<file path="src/rtl/alu_result_buffer.sv">
// rtl/alu_result_buffer.sv - show-ahead FIFO capturing the ALU result stream with almost_full and sticky overflow
module alu_result_buffer #(
   parameter int WIDTH        = 6,
   parameter int DEPTH        = 8,
   parameter int AFULL_MARGIN = 2
) (
   input  logic                       clk,
   input  logic                       rst,
   input  logic [WIDTH-1:0]           in_data,
   input  logic                       in_valid,
   output logic [WIDTH-1:0]           out_data,
   output logic                       out_valid,
   input  logic                       out_ready,
   output logic [$clog2(DEPTH+1)-1:0] count,
   output logic                       almost_full,
   output logic                       overflow,
   input  logic                       clr_overflow
);

   localparam int PW = $clog2(DEPTH);
   localparam int CW = $clog2(DEPTH+1);
   localparam logic [CW-1:0] FULL_LEVEL  = CW'(DEPTH);
   localparam logic [CW-1:0] AFULL_LEVEL = CW'(DEPTH - AFULL_MARGIN);

   logic [WIDTH-1:0] mem [DEPTH];
   logic [PW-1:0]    wr_ptr;
   logic [PW-1:0]    rd_ptr;
   logic             pop;
   logic             push_ok;
   logic             drop;

   // Handshake decode; pushes are gated off while reset is held so nothing lands in storage.
   always_comb begin
      pop     = out_valid & out_ready;
      push_ok = in_valid & ~rst & ((count != FULL_LEVEL) | pop);
      drop    = in_valid & ~rst & (count == FULL_LEVEL) & ~pop;
   end

   // Show-ahead head and status flags come only from registered state, never from the handshake inputs.
   always_comb begin
      out_valid   = (count != '0);
      out_data    = out_valid ? mem[rd_ptr] : '0;
      almost_full = (count >= AFULL_LEVEL);
   end

   // Storage array is deliberately left unreset; the head is masked to zero whenever the FIFO is empty.
   always_ff @(posedge clk) begin
      if (push_ok) begin
         mem[wr_ptr] <= in_data;
      end
   end

   // Pointers and occupancy; pointers wrap naturally because DEPTH is a power of two.
   always_ff @(posedge clk or posedge rst) begin
      if (rst) begin
         wr_ptr <= '0;
         rd_ptr <= '0;
         count  <= '0;
      end else begin
         if (push_ok) begin
            wr_ptr <= wr_ptr + PW'(1);
         end
         if (pop) begin
            rd_ptr <= rd_ptr + PW'(1);
         end
         if (push_ok && !pop) begin
            count <= count + CW'(1);
         end else if (pop && !push_ok) begin
            count <= count - CW'(1);
         end
      end
   end

   // Sticky overflow: a new drop takes priority over a same-cycle clear.
   always_ff @(posedge clk or posedge rst) begin
      if (rst) begin
         overflow <= 1'b0;
      end else if (drop) begin
         overflow <= 1'b1;
      end else if (clr_overflow) begin
         overflow <= 1'b0;
      end
   end

endmodule

</file>
<file path="config.mk">
export PLATFORM = sky130hd
export DESIGN_NAME = alu_result_buffer
export DESIGN_NICKNAME = d
export VERILOG_FILES = /design/src/rtl/alu_result_buffer.sv
export SDC_FILE = /design/constraint.sdc
export NUM_CORES = 1
export LEC_CHECK = 0
export CORE_MARGIN = 1
export CORE_UTILIZATION = 56
export DETAILED_ROUTE_END_ITERATION = 8
export HOLD_SLACK_MARGIN = 0.15
export PLACE_DENSITY = 0.88
export SYNTH_ARGS = -nofsm -noshare
export SYNTH_HDL_FRONTEND = slang
export SYNTH_SLANG_ARGS = --single-unit
</file>
<file path="constraint.sdc">
create_clock -name clk -period 3.93 [get_ports clk]
set_clock_uncertainty 0.2 [all_clocks]
set_input_delay 1.179 -clock clk [delete_from_list [all_inputs] [get_ports clk]]
set_output_delay 1.179 -clock clk [all_outputs]
set_load 0.02 [all_outputs]
</file>
; ---- Word level (Yosys, flattened, before mapping)
; Memories as Yosys holds them, arrays and structs flattened.
; Cells that the tools add are included.
[op_classes]
addsub = 4
n_lt_le_gt_ge = 1
n_eq_ne = 2
muxes = 7
bitwise_logic = 8
n_reduce_logical = 7
[ops]
columns = cell, count
row1 = $mux 4, 2
row2 = $add 3x1->3 const B, 2
row3 = $mux 6, 1
row4 = $and 1x1->1, 5
row5 = $add 4x1->4 const B, 1
row6 = $eq 4x4->1 const B, 1
row7 = $ge 4x3->1 const B, 1
row8 = $mux 1, 4
row9 = $ne 4x4->1 const B, 1
row10 = $reduce_bool 2->1, 2
row11 = $reduce_bool 4->1, 1
row12 = $sub 4x1->4 const B, 1
row13 = $logic_and 1x1->1, 2
row14 = $logic_not 1->1, 2
row15 = $not 1->1, 2
row16 = $or 1x1->1, 1
[word_totals]
ff_bits = 11
ram_bits = 48
in_bits = 11
output_inout_bits = 13
mem_count = 1
[mem_list]
columns = memory, words, width, rd, rd_ports_with_merged_regs, wr, line_no
row1 = mem, 8, 6, 1, 0, 1, 25  ; logic [WIDTH-1:0] mem [DEPTH];

; ---- Longest topological paths before layout
; Gate-level depths: netlist (run 1).
[logic_depth]
ltp_word = 8
depth_mapped = 9

; ---- Worst setup path before layout (run 1)
; No wires, ideal clock.
[synth_path]
path_type = in2reg
from = in out_ready
to = reg count[3]
arrival_ps = 3035
slack_ps = 557
stages = 9
n_path_buf = 0
path_cell_list = or2b_1 > o21ai_2 > inv_1 > ha_1 > inv_1 > ha_1 > or4_1 > nand3_1 > o221ai_1
[synth_via]
elab_chain_cells = 6
[synth_rtl]
columns = item, line_no
row1 = "start, declared", 13  ; input logic out_ready,
row2 = $and 1x1->1 *, 34  ; pop = out_valid & out_ready;
row3 = $or 1x1->1 *, 35  ; push_ok = in_valid & ~rst & ((count != FULL_LEVEL) | pop);
row4 = $and 1x1->1 *, 35
row5 = named net push_ok, 29  ; logic push_ok;
row6 = $logic_not 1->1, 68  ; end else if (pop && !push_ok) begin
row7 = $logic_and 1x1->1, 68
row8 = $reduce_bool 2->1 (no source line), n/a
row9 = "end signal, assigned", 67  ; count <= count + CW'(1);
row10 = "end signal, assigned", 69  ; count <= count - CW'(1);
row11 = "end, declared", 14  ; output logic [$clog2(DEPTH+1)-1:0] count,
; Mark *: on every way through the listed nets, which the timed path passes. The rest lies on a longest branch.
; A chain may end at the register's enable or synchronous reset.

; ---- Final worst setup path (run 1)
[layout_path]
from = reg count[3]
to = out out_data[4]
[layout_via]
elab_chain_cells = 2
[layout_rtl]
columns = item, line_no
row1 = $reduce_bool 4->1, 41  ; out_valid = (count != '0);
row2 = $mux 6, 42  ; out_data = out_valid ? mem[rd_ptr] : '0;
row3 = "end, declared", 11  ; output logic [WIDTH-1:0] out_data,
; No other way between the ends.

==> results_dict.tcl, run 1 <==
set metrics [dict create \
    status "finished, final reports clean" \
    grt_pass1_vias 1436 \
    ir_worst_vdd_v 0.000517 \
    clockRootBuffer "clkbuf_8" \
    ys_async_sr_fraction 0.186 \
    rsz0062_at_grt "no" \
    placed_area_mm2 0.00283 \
    power_frac_comb 0.382 \
    via_per_inst 6.02 \
    wl_met3_um 299 \
    vias 1403 \
    drive_gt1_frac 0.230 \
    syn_nets 157 \
    cts.sink_count 59 \
    worst_slack_ps 90.2 \
    met1Wirelength_um 1850 \
    synth_top_area_share 0.577 \
    maxSlewHeadroom 0.502 \
    cts.clk_slew.worst_paths_ps 70 \
    antenna_cells 0 \
    tightest_slew_ps 744 \
    wl_per_cell_um 20.6 \
    nets 195 \
    drc 0 \
    synth_warnings 0 \
    switchingPower_uw 755 \
    hp-class "flip-flop to flip-flop" \
    synthCells 140 \
    setup_viol 0 \
    grt_overflow 0 \
    critPathRequiredTime_ps 2550 \
    crit_fanout 7 \
    clk-insertion-delay-late_ps 330 \
    cts_max_level 3 \
    synth_common_cells "48 x edfxtp_1, 12 x mux4_2, 11 x dfrtp_1, 7 x a22o_1, 6 x xnor2_1" \
    synthMuxAreaShare 0.126 \
    timing.hold.ws_ps 327 \
    synth_compound_area_frac 0.0511 \
    crit_arrival_ps 2460 \
    core_mm2 0.00414 \
    drv_slew 0 \
    io_pins 24 \
    syn_area_mm2 0.00250 \
    cts_setup_buffers 0 \
    initial_core_util 0.602 \
    maxCapViolations 0 \
    post-place-ws_ps 14.0 \
    clockPowerShare 0.234 \
    n_fill_cell 260 \
    grt_pass1_wl_um 7310 \
    crit_path_start_kind "flip-flop" \
    synth_fa_ha_area_frac 0.0331 \
    grt_usage 0.241 \
    synth-edff-count 48 \
    dp_hpwl_um 3270 \
    die_area_mm2 0.00473 \
    antenna_found_initial 0 \
    leakage_nw 1.07 \
    fin_area_mm2 0.00302 \
    sw_frac_of_total 0.329 \
    first_iter_violations 124 \
    synth_top_family_by_area "multiplexers" \
    hold_viol 0 \
    cts_buffer_depth 2 \
    critPathKind "flip-flop to output pin" \
    synthDistinctLibCells 32 \
    synth.area.top_cells "edfxtp_1 58%, dfrtp_1 11%, mux4_2 11%" \
    synth_top_area_cell "edfxtp_1" \
    fp.dieW_um 68.8 \
    synth.avg_cell_area_um2 17.8 \
    endpoint_kind "output pin" \
    grt_max_degree 15 \
    cts_tree "yes" \
    r2r_setup_slack_ps 860 \
    seq_area_frac_synth 0.688 \
    cts-buffers-inserted 9 \
    ys_seq_elements 59 \
    wl_met2_um 2610 \
    die_h_um 68.8 \
    areaGrowthSynthToFinish_pct 21.2 \
    drt_first_pass_iters 5 \
    port_buffers 23 \
    fin_crit_ps 3840 \
    place.gp.congestion 0.818 \
    pwr_density_cell_mw_per_mm2 760 \
    dr.max_layer_used "met4" \
    yosysMostFrequentCell "edfxtp_1" \
    fin_crit_sh 0.977 \
    power_mw 2.30 \
    synth-simple-area-share 0.0637 \
    routed_wl_um 4810 \
    ys.flop_type "edfxtp_1" \
    seqPwrFrac 0.384 \
    drtAntennaViolNets 0 \
    rows 23 \
    max_freq_mhz 260 \
    fin_tns_setup_ps 0 \
    p_int_mw 1.54 \
    synth-xor-area-share 0.0211 \
]
==> per-stage QoR <==
stage	std cells	utilization
6_report	233	0.730
5_1_grt	233	0.730
4_1_cts	233	0.729
3_5_place_dp	217	0.682
3_3_place_gp	217	0.682
2_1_floorplan	140	-
==> worst max-delay path, stage by stage, from the launching register on <==
cell and delay (ps):
dfrtp_1 450, or4_1 630, nor2b_2 250, a22o_1 250
clkdlybuf4s50_1 540
==> per-layer routing <==
metal / vias up / GRT usage
li1: 632 / -
met5: - / 0
met4: 0 / 0.105
met3: 4 / 0.0789
met2: 57 / 0.393
met1: 710 / 0.294
==> cells by family after synthesis <==
family / Yosys count
flip-flops: 59
adder cells (fa/ha/maj): 6
XOR/XNOR: 6
buffers and inverters: 9
AND/OR/NAND/NOR: 28
AO/OA/AOI/OAI: 16
multiplexers: 16
==> layout by cell type, fill, tap and decap left out, types with 2 or more instances in the layout <==
cell type	count
clkdlybuf4s50_1	23
xnor2_1	6
mux4_2	12
clkinv_2	3
buf_4	9
or3_1	4
edfxtp_1	48
nand3_1	2
nor3_1	4
nand3b_1	2
nand2b_1	2
ha_1	5
nand2_1	3
dfrtp_1	11
inv_1	4
nor2_1	4
clkbuf_8	10
o211ai_1	2
a21o_1	2
or4_1	2
a22o_1	7
mux2_2	3
==> final timing paths <==
path	startpoint	to	cells after the start
min in group asynchronous	rst	rd_ptr[2]	2
worst max-delay path	count[3]	out_data[4]	4
worst min-delay path	overflow	overflow	1
max in group asynchronous	rst	rd_ptr[1]	2
worst min register to register	overflow	overflow	1
worst max register to register	count[3]	count[3]	8
==> what timing repair did <==
item,4_1_cts,5_1_grt
setup endpoints to repair,0,1
gates resized for setup,0,1
hold buffers,0,0
==> power by group through the flow <==
| stage | combinational, mW | clock, mW | sequential [mW] |
|---|---|---|---|
| final | 0.878 | 0.537 | 0.882 |
| after floorplan | 0.572 | 0 | 0.884 |
| after global placement | 0.844 | 0 | 0.881 |
| after CTS | 0.884 | 0.547 | 0.882 |
| after detailed placement | 0.880 | 0 | 0.892 |
| after global routing | 0.945 | 0.577 | 0.897 |
==> sequential cells by signal (all words and copies together), names as in the netlist <==
register	count
mem	48
count	4
rd_ptr	3
wr_ptr	3
overflow	1
==> area by class of cell <==
class,instances,area (um^2),share of cell area
clock inverters,5,52.6,0.0174
repair buffers,32,298,0.0985
well taps,50,62.6,0.0207
clock buffers,11,141,0.0468
inverters,4,15.0,0.00496
flip-flops and latches,59,1720,0.568
multi-input cells,72,738,0.244
Power figures use the tool's default switching activity.
==> run 2, diff against run 1 <==
Settings changed: CORE_UTILIZATION 56 to 40, CTS_CLUSTER_SIZE set to 10, PLACE_DENSITY 0.88 to 0.69.
==> run 2 against run 1 <==
Net effect: sequential cell count unchanged; fmax up 0.66%; utilization down 22 points; critical endpoint unchanged; sequential power up 0.7%; clock power down 7.4%; combinational power up 0.6%; final area up 1.2%.
==> results_dict.tcl, run 2 (same netlist as run 1, synthesis figures left out) <==
set metrics [dict create \
    tightest_slew_ps 650 \
    pwr_density_cell_mw_per_mm2 741 \
    place.gp.congestion 0.724 \
    areaGrowthSynthToFinish_pct 22.6 \
    grt_usage 0.171 \
    nets 198 \
    antenna_found_initial 0 \
    cts-buffers-inserted 9 \
    cts_buffer_depth 2 \
    hold_viol 0 \
    worst-path-buf-inv 1 \
    crit_fanout 7 \
    clockRootBuffer "clkbuf_8" \
    fin_tns_setup_ps 0 \
    drtAntennaViolNets 0 \
    first_iter_violations 139 \
    initial_core_util 0.419 \
    setup_viol 0 \
    endpoint_kind "output pin" \
    cts_setup_buffers 0 \
    grt_pass1_wl_um 7700 \
    maxSlewHeadroom 0.565 \
    hp-class "flip-flop to flip-flop" \
    antenna_cells 0 \
    max_stage_delay_ps 580 \
    final_cell_mix "48 x edfxtp_1, 23 x clkdlybuf4s50_1, 12 x mux4_2, 12 x buf_4, 11 x dfrtp_1" \
    die_area_mm2 0.00656 \
    critPathRequiredTime_ps 2550 \
    fin_crit_sh 0.971 \
    drc 0 \
    switchingPower_uw 739 \
    crit_path_start_kind "flip-flop" \
    drv_slew 0 \
    largest-register "mem" \
    vias 1395 \
    fp.dieW_um 81.0 \
    power_frac_comb 0.389 \
    post-place-ws_ps 85.4 \
    seqPwrFrac 0.391 \
    via_per_inst 5.37 \
    rows 28 \
    cts.clk_slew.worst_paths_ps 60 \
    maxCapViolations 0 \
    dp_hpwl_um 3220 \
    drive_gt1_frac 0.222 \
    cts_tree "yes" \
    worst_slack_ps 115 \
    ir_worst_vdd_v 0.000424 \
    fin_crit_ps 3810 \
    grt_max_degree 15 \
    crit_slowest_cell "or4_4" \
    wl_per_cell_um 18.3 \
    max_freq_mhz 262 \
    grt_overflow 0 \
    grt_pass1_vias 1516 \
    die_h_um 81.0 \
    rsz0062_at_grt "no" \
    clockPowerShare 0.219 \
    mostFrequentLayoutCell "edfxtp_1" \
    io_pins 24 \
    top_regs "mem: 48 flops, count: 4 flops" \
    critPathKind "flip-flop to output pin" \
    drt_first_pass_iters 4 \
    ctsResizeCount 0 \
    cts-hold-fix-buffers 0 \
    leakage_nw 1.08 \
    clk-insertion-delay-late_ps 330 \
    largest_reg_flops 48 \
    core_mm2 0.00596 \
    crit_arrival_ps 2440 \
    cts.sink_count 59 \
    routed_wl_um 4760 \
    sw_frac_of_total 0.326 \
    status "finished, final reports clean" \
    p_int_mw 1.53 \
    cts_max_level 3 \
    crit_family "simple AND/OR/NAND/NOR gates" \
    port_buffers 23 \
    cp_cell_sequence "or4_4 -> nor2b_1 -> a22o_1 -> clkdlybuf4s50_1" \
]
run 2: cell count changes in the layout (fill, tap and decap cells not counted):
cell / before / now
clkbuf_8: 10 / 9
or4_1: 2 / 1
clkbuf_1: 1 / 2
or4_4: 0 / 1
clkinv_2: 3 / 1
nor2b_1: 1 / 2
clkinvlp_4: 1 / 0
nor2b_2: 1 / 0
buf_4: 9 / 12
clkinv_1: 0 / 2
run 2: stage by stage:
| step | hold slack, ps | cells | power, mW | util | instance area, um^2 |
|---|---|---|---|---|---|
| global route | 343 | 260 | 2.40 | 0.514 | 3060 |
| global placement | 287 | 245 | 1.75 | 0.484 | 2880 |
| floorplan | 267 | 140 | 1.46 | - | 2500 |
| finish | 303 | 260 | 2.27 | 0.514 | 3060 |
| detailed placement | 294 | 245 | 1.79 | 0.484 | 2880 |
| CTS | 306 | 260 | 2.29 | 0.513 | 3060 |
run 2: routing by layer:
layer / track usage / share of wire
met1: 0.199 / 0.41
met2: 0.285 / 0.52
met3: 0.0382 / 0.047
met4: 0.109 / 0.024
met5: 0 / 0
run 2: power by group through the flow:
stage	clock, mW	sequential (mW)	combinational [mW]
floorplan	0	0.884	0.572
global placement	0	0.886	0.862
detailed placement	0	0.900	0.886
CTS	0.506	0.888	0.891
global route	0.532	0.906	0.962
finish	0.497	0.888	0.883
run 2: area by class of cell:
cell class / count / area (um^2)
multi-input cells: 72 / 739
clock inverters: 4 / 42.5
clock buffers: 11 / 131
fillers: 505 / 2900
flip-flops and latches: 59 / 1720
well taps: 75 / 93.8
repair buffers: 35 / 320
inverters: 4 / 15.0
run 2: worst reg2reg max path, delay by kind of cell, from the launching register on:
kind            cells  cell delay (ps)
simple gates        4             1350
fa+ha+maj           2              620
flops               1              470
buf+inv             1              120
compound gates      1              110
run 2: path summary, 6_finish.rpt:
check	start	endpoint	slack [ps]	cells past startpoint
min in group asynchronous	rst	overflow	970	2
worst min register to register	rd_ptr[2]	rd_ptr[2]	300	1
worst max register to register	count[1]	count[3]	920	8
worst min-delay path	rd_ptr[2]	rd_ptr[2]	300	1
worst max-delay path	count[1]	out_data[4]	120	4
max in group asynchronous	rst	rd_ptr[0]	2240	2
==> run 3, diff against run 2 <==
Settings changed: GPL_ROUTABILITY_DRIVEN set to 0.
==> results of run 3 <==
Final layout, timing and power as in run 2 (identical DEF).
